[src/rtl/jellyvl_etherneco_cmd_scheduler.sv]
// ---------------------------------------------------------------------------
// jellyvl_etherneco_cmd_scheduler
//
// Multi-channel command scheduler for the EtherNeco ring master. Each command
// slot runs a free counter with its own period. When the counter wraps, the
// slot becomes pending. Pending slots are granted round-robin, one at a time,
// to the outer-ring packet transmitter. Each issued command is then tracked
// until its response arrives on the inner ring or it times out.
//
// Optional feature macro: ETHERNECO_SCHED_TIMEOUT_EN
//   defined     - WAIT_RES gives up after `timeout` cycles and pulses
//                 cmd_timeout.
//   not defined - WAIT_RES waits for res_rx_end indefinitely, cmd_timeout is
//                 tied to 0 and the timeout port is ignored.
//
// Ports
//   clk, reset      clock; synchronous active-low reset
//   enable          global grant enable (in-flight commands always finish)
//   ch_enable       per-channel enable; deasserting it drops the pending bit
//   ch_period       per-channel period in clk cycles; 0 = never due
//   ch_type/node/length  per-channel packet fields
//   timeout         response timeout in clk cycles; 0 = none
//   tx_start        one-cycle start pulse to the packet transmitter
//   tx_type/node/length/channel  fields of the granted command, held from
//                                grant until the return to IDLE
//   tx_done         packet transmit finished (pulse, only used in TX)
//   res_rx_end/error/type  inner-ring response (only used in WAIT_RES)
//   busy            state is not IDLE
//   pending         due-but-not-granted flags
//   cmd_done/cmd_error/cmd_timeout  completion pulses
//   cmd_channel     channel of the most recent completion
//   overrun_count   saturating count of periods that expired while the
//                   channel was still pending
// ---------------------------------------------------------------------------
module jellyvl_etherneco_cmd_scheduler #(
  parameter int CHANNELS      = 4,
  parameter int PERIOD_WIDTH  = 16,
  parameter int TIMEOUT_WIDTH = 16,
  localparam int CH_BITS      = (CHANNELS > 1) ? $clog2(CHANNELS) : 1
) (
  input  logic                           clk,
  input  logic                           reset,
  input  logic                           enable,
  input  logic [CHANNELS-1:0]            ch_enable,
  input  logic [CHANNELS*PERIOD_WIDTH-1:0] ch_period,
  input  logic [CHANNELS*8-1:0]          ch_type,
  input  logic [CHANNELS*8-1:0]          ch_node,
  input  logic [CHANNELS*16-1:0]         ch_length,
  input  logic [TIMEOUT_WIDTH-1:0]       timeout,
  output logic                           tx_start,
  output logic [7:0]                     tx_type,
  output logic [7:0]                     tx_node,
  output logic [15:0]                    tx_length,
  output logic [CH_BITS-1:0]             tx_channel,
  input  logic                           tx_done,
  input  logic                           res_rx_end,
  input  logic                           res_rx_error,
  input  logic [7:0]                     res_rx_type,
  output logic                           busy,
  output logic [CHANNELS-1:0]            pending,
  output logic                           cmd_done,
  output logic                           cmd_error,
  output logic                           cmd_timeout,
  output logic [CH_BITS-1:0]             cmd_channel,
  output logic [15:0]                    overrun_count
);

  typedef enum logic [1:0] {
    ST_IDLE,
    ST_START,
    ST_TX,
    ST_WAIT_RES
  } state_t;

  state_t                  state;
  state_t                  next_state;

  logic [CH_BITS-1:0]      rr_ptr;
  logic [PERIOD_WIDTH-1:0] cnt [CHANNELS];
  logic [CHANNELS-1:0]     wrap;
  logic [CHANNELS-1:0]     pending_next;
  logic [4:0]              overrun_inc;
  logic [16:0]             overrun_sum;

  logic                    grant_valid;
  logic [CH_BITS-1:0]      grant_idx;
  int                      scan_idx;
  logic [CH_BITS-1:0]      scan_ch;

  logic                    grant_fire;
  logic                    done_fire;
  logic                    error_fire;

`ifdef ETHERNECO_SCHED_TIMEOUT_EN
  logic [TIMEOUT_WIDTH-1:0] wait_cnt;
  logic                     timeout_fire;
`else
  logic                     unused_timeout;
  assign unused_timeout = ^timeout;
`endif

  // A channel wraps on the cycle its counter reaches period-1. The >= keeps
  // the channel from running away if the period is lowered below the count.
  always_comb begin
    wrap = '0;
    for (int i = 0; i < CHANNELS; i++) begin
      wrap[i] = ch_enable[i]
             && (ch_period[i*PERIOD_WIDTH +: PERIOD_WIDTH] != '0)
             && (cnt[i] >= ch_period[i*PERIOD_WIDTH +: PERIOD_WIDTH] - PERIOD_WIDTH'(1));
    end
  end

  // Round-robin search: scan offsets from the highest down to zero, so the
  // pending channel closest to rr_ptr (searching upward, wrapping) is the
  // one left selected.
  always_comb begin
    grant_valid = 1'b0;
    grant_idx   = '0;
    scan_idx    = 0;
    scan_ch     = '0;
    for (int i = CHANNELS - 1; i >= 0; i--) begin
      scan_idx = int'(rr_ptr) + i;
      if (scan_idx >= CHANNELS) begin
        scan_idx = scan_idx - CHANNELS;
      end
      scan_ch = CH_BITS'(scan_idx);
      if (pending[scan_ch]) begin
        grant_valid = 1'b1;
        grant_idx   = scan_ch;
      end
    end
  end

  // Pending bit update. A wrap in the same cycle as the grant of that
  // channel re-arms it without counting an overrun, since the old request
  // is being served right now.
  always_comb begin
    pending_next = pending;
    overrun_inc  = '0;
    for (int i = 0; i < CHANNELS; i++) begin
      if (!ch_enable[i]) begin
        pending_next[i] = 1'b0;
      end else if (wrap[i]) begin
        pending_next[i] = 1'b1;
        if (pending[i] && !(grant_fire && (grant_idx == CH_BITS'(i)))) begin
          overrun_inc = overrun_inc + 5'd1;
        end
      end else if (grant_fire && (grant_idx == CH_BITS'(i))) begin
        pending_next[i] = 1'b0;
      end
    end
    overrun_sum = {1'b0, overrun_count} + 17'(overrun_inc);
  end

  // Next-state logic. Completion conditions are decoded here and registered
  // below so every output comes straight from a flop.
  always_comb begin
    next_state = state;
    grant_fire = 1'b0;
    done_fire  = 1'b0;
    error_fire = 1'b0;
`ifdef ETHERNECO_SCHED_TIMEOUT_EN
    timeout_fire = 1'b0;
`endif
    case (state)
      ST_IDLE: begin
        if (enable && grant_valid) begin
          grant_fire = 1'b1;
          next_state = ST_START;
        end
      end
      ST_START: begin
        next_state = ST_TX;
      end
      ST_TX: begin
        if (tx_done) begin
          next_state = ST_WAIT_RES;
        end
      end
      ST_WAIT_RES: begin
        if (res_rx_end) begin
          if (res_rx_error || (res_rx_type != tx_type)) begin
            error_fire = 1'b1;
          end else begin
            done_fire = 1'b1;
          end
          next_state = ST_IDLE;
        end
`ifdef ETHERNECO_SCHED_TIMEOUT_EN
        // wait_cnt is 0 in the first WAIT_RES cycle, so comparing the
        // incremented value lands the registered pulse exactly `timeout`
        // cycles after entry.
        else if ((timeout != '0) && ((wait_cnt + TIMEOUT_WIDTH'(1)) == timeout)) begin
          timeout_fire = 1'b1;
          next_state   = ST_IDLE;
        end
`endif
      end
      default: begin
        next_state = ST_IDLE;
      end
    endcase
  end

  // Per-channel period counters, pending flags and the overrun counter.
  always_ff @(posedge clk) begin
    if (!reset) begin
      for (int i = 0; i < CHANNELS; i++) begin
        cnt[i] <= '0;
      end
      pending       <= '0;
      overrun_count <= '0;
    end else begin
      for (int i = 0; i < CHANNELS; i++) begin
        if (!ch_enable[i] || (ch_period[i*PERIOD_WIDTH +: PERIOD_WIDTH] == '0)) begin
          cnt[i] <= '0;
        end else if (wrap[i]) begin
          cnt[i] <= '0;
        end else begin
          cnt[i] <= cnt[i] + PERIOD_WIDTH'(1);
        end
      end
      pending       <= pending_next;
      overrun_count <= overrun_sum[16] ? 16'hFFFF : overrun_sum[15:0];
    end
  end

  // State register, grant latch and registered status/pulse outputs.
  always_ff @(posedge clk) begin
    if (!reset) begin
      state       <= ST_IDLE;
      rr_ptr      <= '0;
      tx_start    <= 1'b0;
      tx_type     <= '0;
      tx_node     <= '0;
      tx_length   <= '0;
      tx_channel  <= '0;
      busy        <= 1'b0;
      cmd_done    <= 1'b0;
      cmd_error   <= 1'b0;
      cmd_channel <= '0;
    end else begin
      state     <= next_state;
      busy      <= (next_state != ST_IDLE);
      tx_start  <= grant_fire;
      cmd_done  <= done_fire;
      cmd_error <= error_fire;
      if (grant_fire) begin
        tx_type    <= ch_type[int'(grant_idx)*8 +: 8];
        tx_node    <= ch_node[int'(grant_idx)*8 +: 8];
        tx_length  <= ch_length[int'(grant_idx)*16 +: 16];
        tx_channel <= grant_idx;
        rr_ptr     <= (int'(grant_idx) == CHANNELS - 1) ? '0 : grant_idx + CH_BITS'(1);
      end
`ifdef ETHERNECO_SCHED_TIMEOUT_EN
      if (done_fire || error_fire || timeout_fire) begin
`else
      if (done_fire || error_fire) begin
`endif
        cmd_channel <= tx_channel;
      end
    end
  end

`ifdef ETHERNECO_SCHED_TIMEOUT_EN
  // Response wait counter: zero on the first WAIT_RES cycle, counting up
  // while the response is outstanding.
  always_ff @(posedge clk) begin
    if (!reset) begin
      wait_cnt    <= '0;
      cmd_timeout <= 1'b0;
    end else begin
      cmd_timeout <= timeout_fire;
      if (state != ST_WAIT_RES) begin
        wait_cnt <= '0;
      end else begin
        wait_cnt <= wait_cnt + TIMEOUT_WIDTH'(1);
      end
    end
  end
`else
  assign cmd_timeout = 1'b0;
`endif

endmodule

[config.mk]
export PLATFORM = sky130hd
export DESIGN_NAME = jellyvl_etherneco_cmd_scheduler
export DESIGN_NICKNAME = d
export VERILOG_FILES = /design/src/rtl/jellyvl_etherneco_cmd_scheduler.sv
export SDC_FILE = /design/constraint.sdc
export NUM_CORES = 1
export LEC_CHECK = 0
export CORE_ASPECT_RATIO = 2
export CORE_MARGIN = 3
export CORE_UTILIZATION = 30
export CTS_BUF_LIST = sky130_fd_sc_hd__clkbuf_4
export DETAILED_ROUTE_END_ITERATION = 8
export SYNTH_ARGS = -nofsm -noshare
export SYNTH_HDL_FRONTEND = slang
export SYNTH_SLANG_ARGS = --single-unit
[constraint.sdc]
create_clock -name clk -period 21.6 [get_ports clk]
set_input_delay 5.4 -clock clk [delete_from_list [all_inputs] [get_ports clk]]
set_output_delay 5.4 -clock clk [all_outputs]
set_load 0.005 [all_outputs]
==> results.py <==
metrics = {
    "floorplanning": {
        "rows": 90,
        "die_x_um": 130.7,
        "die_y_um": 255.3,
        "dieArea_um2": 33360,
        "core_area_um2": 30400,
        "ios": 287,
        "initial_core_util_pct": 30.67,
    },
    "placement": {
        "place_ws_ns": 8.950,
        "hpwl_um": 21710,
        "dpl.cell_count": 1792,
        "gp_routability_congestion": 0.8050,
        "portBuffers": 269,
    },
    "detailed_routing": {
        "vias_per_cell": 4.816,
        "dr.pass1.iters": 4,
        "postRouteAntennaNets": 0,
        "vias": 8804,
        "post_drt_wl_per_cell_um": 15.17,
        "drtIter0Drc": 259,
        "drc": 0,
        "routed_wirelength_um": 27730,
    },
    "yosys": {
        "synthDistinctLibCells": 64,
        "syn_area_um2": 9324,
        "synth_async_sr_flop_share_pct": 0,
        "synth_warnings": 0,
        "ys.flop_type": "edfxtp_1",
        "synth-seq-cells": 128,
        "yosysSeqAreaShare_pct": 34.35,
        "synthTopCellsByArea": "edfxtp_1, dfxtp_1, ha_1, xnor2_1, nand2_1",
        "syn_inst": 1124,
        "syn_area_per_cell_um2": 8.295,
        "synth.top_cell.area_share_pct": 20.61,
        "synth_edf_count": 64,
        "yosysTopAreaCell": "edfxtp_1",
    },
    "timing": {
        "hold_ws_ns": 0.4603,
        "period_minus_slack_ns": 11.91,
        "fmax_mhz": 83.96,
        "worst_slack_ns": 9.689,
        "rsz0062_at_grt": "false",
        "tightest_slew_ns": 0.8485,
        "setup_tns_ns": 0,
        "setup_viol": 0,
        "fin_skew_ns": 0.02481,
        "hold_violations": 0,
        "slew_violations": 0,
        "max-slew-margin-rel_pct": 43.31,
        "post-route-period-util_pct": 55.14,
    },
    "global_route": {
        "grt.overflow.total": 0,
        "grt_pass1_wl_um": 43540,
        "track_usage_pct": 16.64,
        "antenna_found_initial": 4,
        "grt_max_degree": 49,
        "grt_pass1_vias": 8874,
    },
    "setup_path": {
        "cp.required_ns": 22.08,
        "crit_arrival_ns": 12.39,
        "cp-end-kind": "flip-flop",
        "path_max_fanout": 4,
        "crit_path_start_kind": "primary input",
        "crit_type": "primary input to flip-flop",
    },
    "clocking": {
        "cts_resized": 0,
        "hold_buffers": 0,
        "cts_max_path_buffers": 2,
        "root_buffer": "clkbuf_4",
        "path_clk_slew_ns": 0.11,
        "cts_tree": "done",
        "postCtsSetupRepairBufs": 0,
        "numClockSinks": 128,
        "cts_buffers": 17,
        "cts_htree_levels": 4,
        "clk_latency_ns": 0.60,
    },
    "pwr": {
        "vdd_drop_max_mv": 0.02512,
        "total_leakage_power_nw": 4.886,
        "power.density_nw_per_um2": 45.51,
    },
    "finish": {
        "layout-drive-gt1-share_pct": 3.777,
        "areaGrowthSynthToFinish_pct": 38.45,
        "nets": 1753,
        "final.fill_count": 3129,
        "stdcell_count": 1828,
        "register_area_um2": 3203,
        "mostFrequentLayoutCells": "clkdlybuf4s50_1, nand2_1, nor2_1, nand3_1",
        "layout_commonest_cell": "clkdlybuf4s50_1",
        "multi_input_area_um2": 6083,
    },
    "run": {
        "cap_violations": 0,
    },
    "hold_path": {
        "hold_path.class": "flip-flop to flip-flop",
    },
    "run_status": {
        "status": "complete, no violations",
    },
}
-- through the flow --
step	total power, mW	area (µm²)	util, %
6_report	0.5875	12910	42.46
3_3_place_gp	0.4289	12630	41.56
4_1_cts	0.5999	12900	42.42
5_1_grt	0.6235	12910	42.46
2_1_floorplan	0.3553	9560	-
3_5_place_dp	0.4316	12630	41.56
-- per-layer routing --
metal	vias to the layer above	global-route usage [%]	wire [µm]
li1	4523	-	-
met1	4052	16.10	10040
met2	199	32.72	15690
met3	30	4.097	1379
met4	0	5.692	622
met5	-	0	0
-- final timing paths --
kind,depth (start not counted),startpoint,to,slack (ns)
max,26,ch_period[2],overrun_count[13],9.69
min,2,tx_length[13],tx_length[13],0.46
max reg2reg,22,rr_ptr[1],overrun_count[13],15.61
min reg2reg,2,tx_length[13],tx_length[13],0.46
-- cell families after synthesis --
group,Yosys count,synth area share [%]
flops,128,34.35
xor+xnor,130,12.36
other cells,2,0.08055
buf+inv,76,3.167
compound gates,154,10.14
mux,21,2.375
fa+ha+maj,84,11.35
simple gates,529,26.17
-- layout make-up --
type                            instances  area share (%)
Multi-Input combinational cell        983           47.13
Sequential cell                       128           24.81
Timing Repair Buffer                  277           21.32
Tap cell                              368           3.567
Clock buffer                           19           1.105
Inverter                               36           1.047
Clock inverter                         13          0.9402
Antenna cell                            4         0.07754
-- sequential cells by signal, indices dropped and copies added, names as in the netlist --
register       count
rr_ptr             2
cmd_error          1
overrun_count     16
tx_channel         2
cnt               64
cmd_channel        2
tx_length         16
tx_start           1
busy               1
tx_node            8
cmd_done           1
state              2
pending            4
tx_type            8
-- where the power goes --
| part | switching, mW | internal (mW) | leakage (nW) |
|---|---|---|---|
| sequential | 0.0124 | 0.267 | 1.18 |
| combinational | 0.0676 | 0.0774 | 3.57 |
| clock | 0.0943 | 0.0689 | 0.138 |
-- cells in the mapped netlist, types with 12 or more instances --
cell,count
a21oi_1,83
and3_1,12
clkbuf_1,33
dfxtp_1,64
edfxtp_1,64
ha_1,83
inv_1,34
mux2i_1,18
nand2_1,177
nand2b_1,12
nand3_1,101
nand4_1,20
nor2_1,133
nor3_1,25
o21ai_0,14
o22ai_1,13
xnor2_1,78
xor2_1,51
-- worst max-delay path, stage by stage --
cell	delay [ns]
clkdlybuf4s50_1	0.48
or3_1	0.42
nor3_1	0.25
nand2b_1	0.15
nor3_1	0.26
nand2b_1	0.15
nor4_1	0.25
xnor2_1	0.12
ha_1	0.33
nand4_1	0.13
o41a_1	0.49
nor3b_1	0.52
ha_1	0.33
mux2_2	0.30
ha_1	0.30
mux2_4	0.28
ha_1	0.31
mux2_4	0.27
ha_1	0.26
a21o_1	0.11
a21oi_1	0.09
o21ai_0	0.44
nand2_1	0.19
nor3_1	0.28
mux2i_1	0.22
nor2_1	0.05
(Power assumes the default switching activity.)
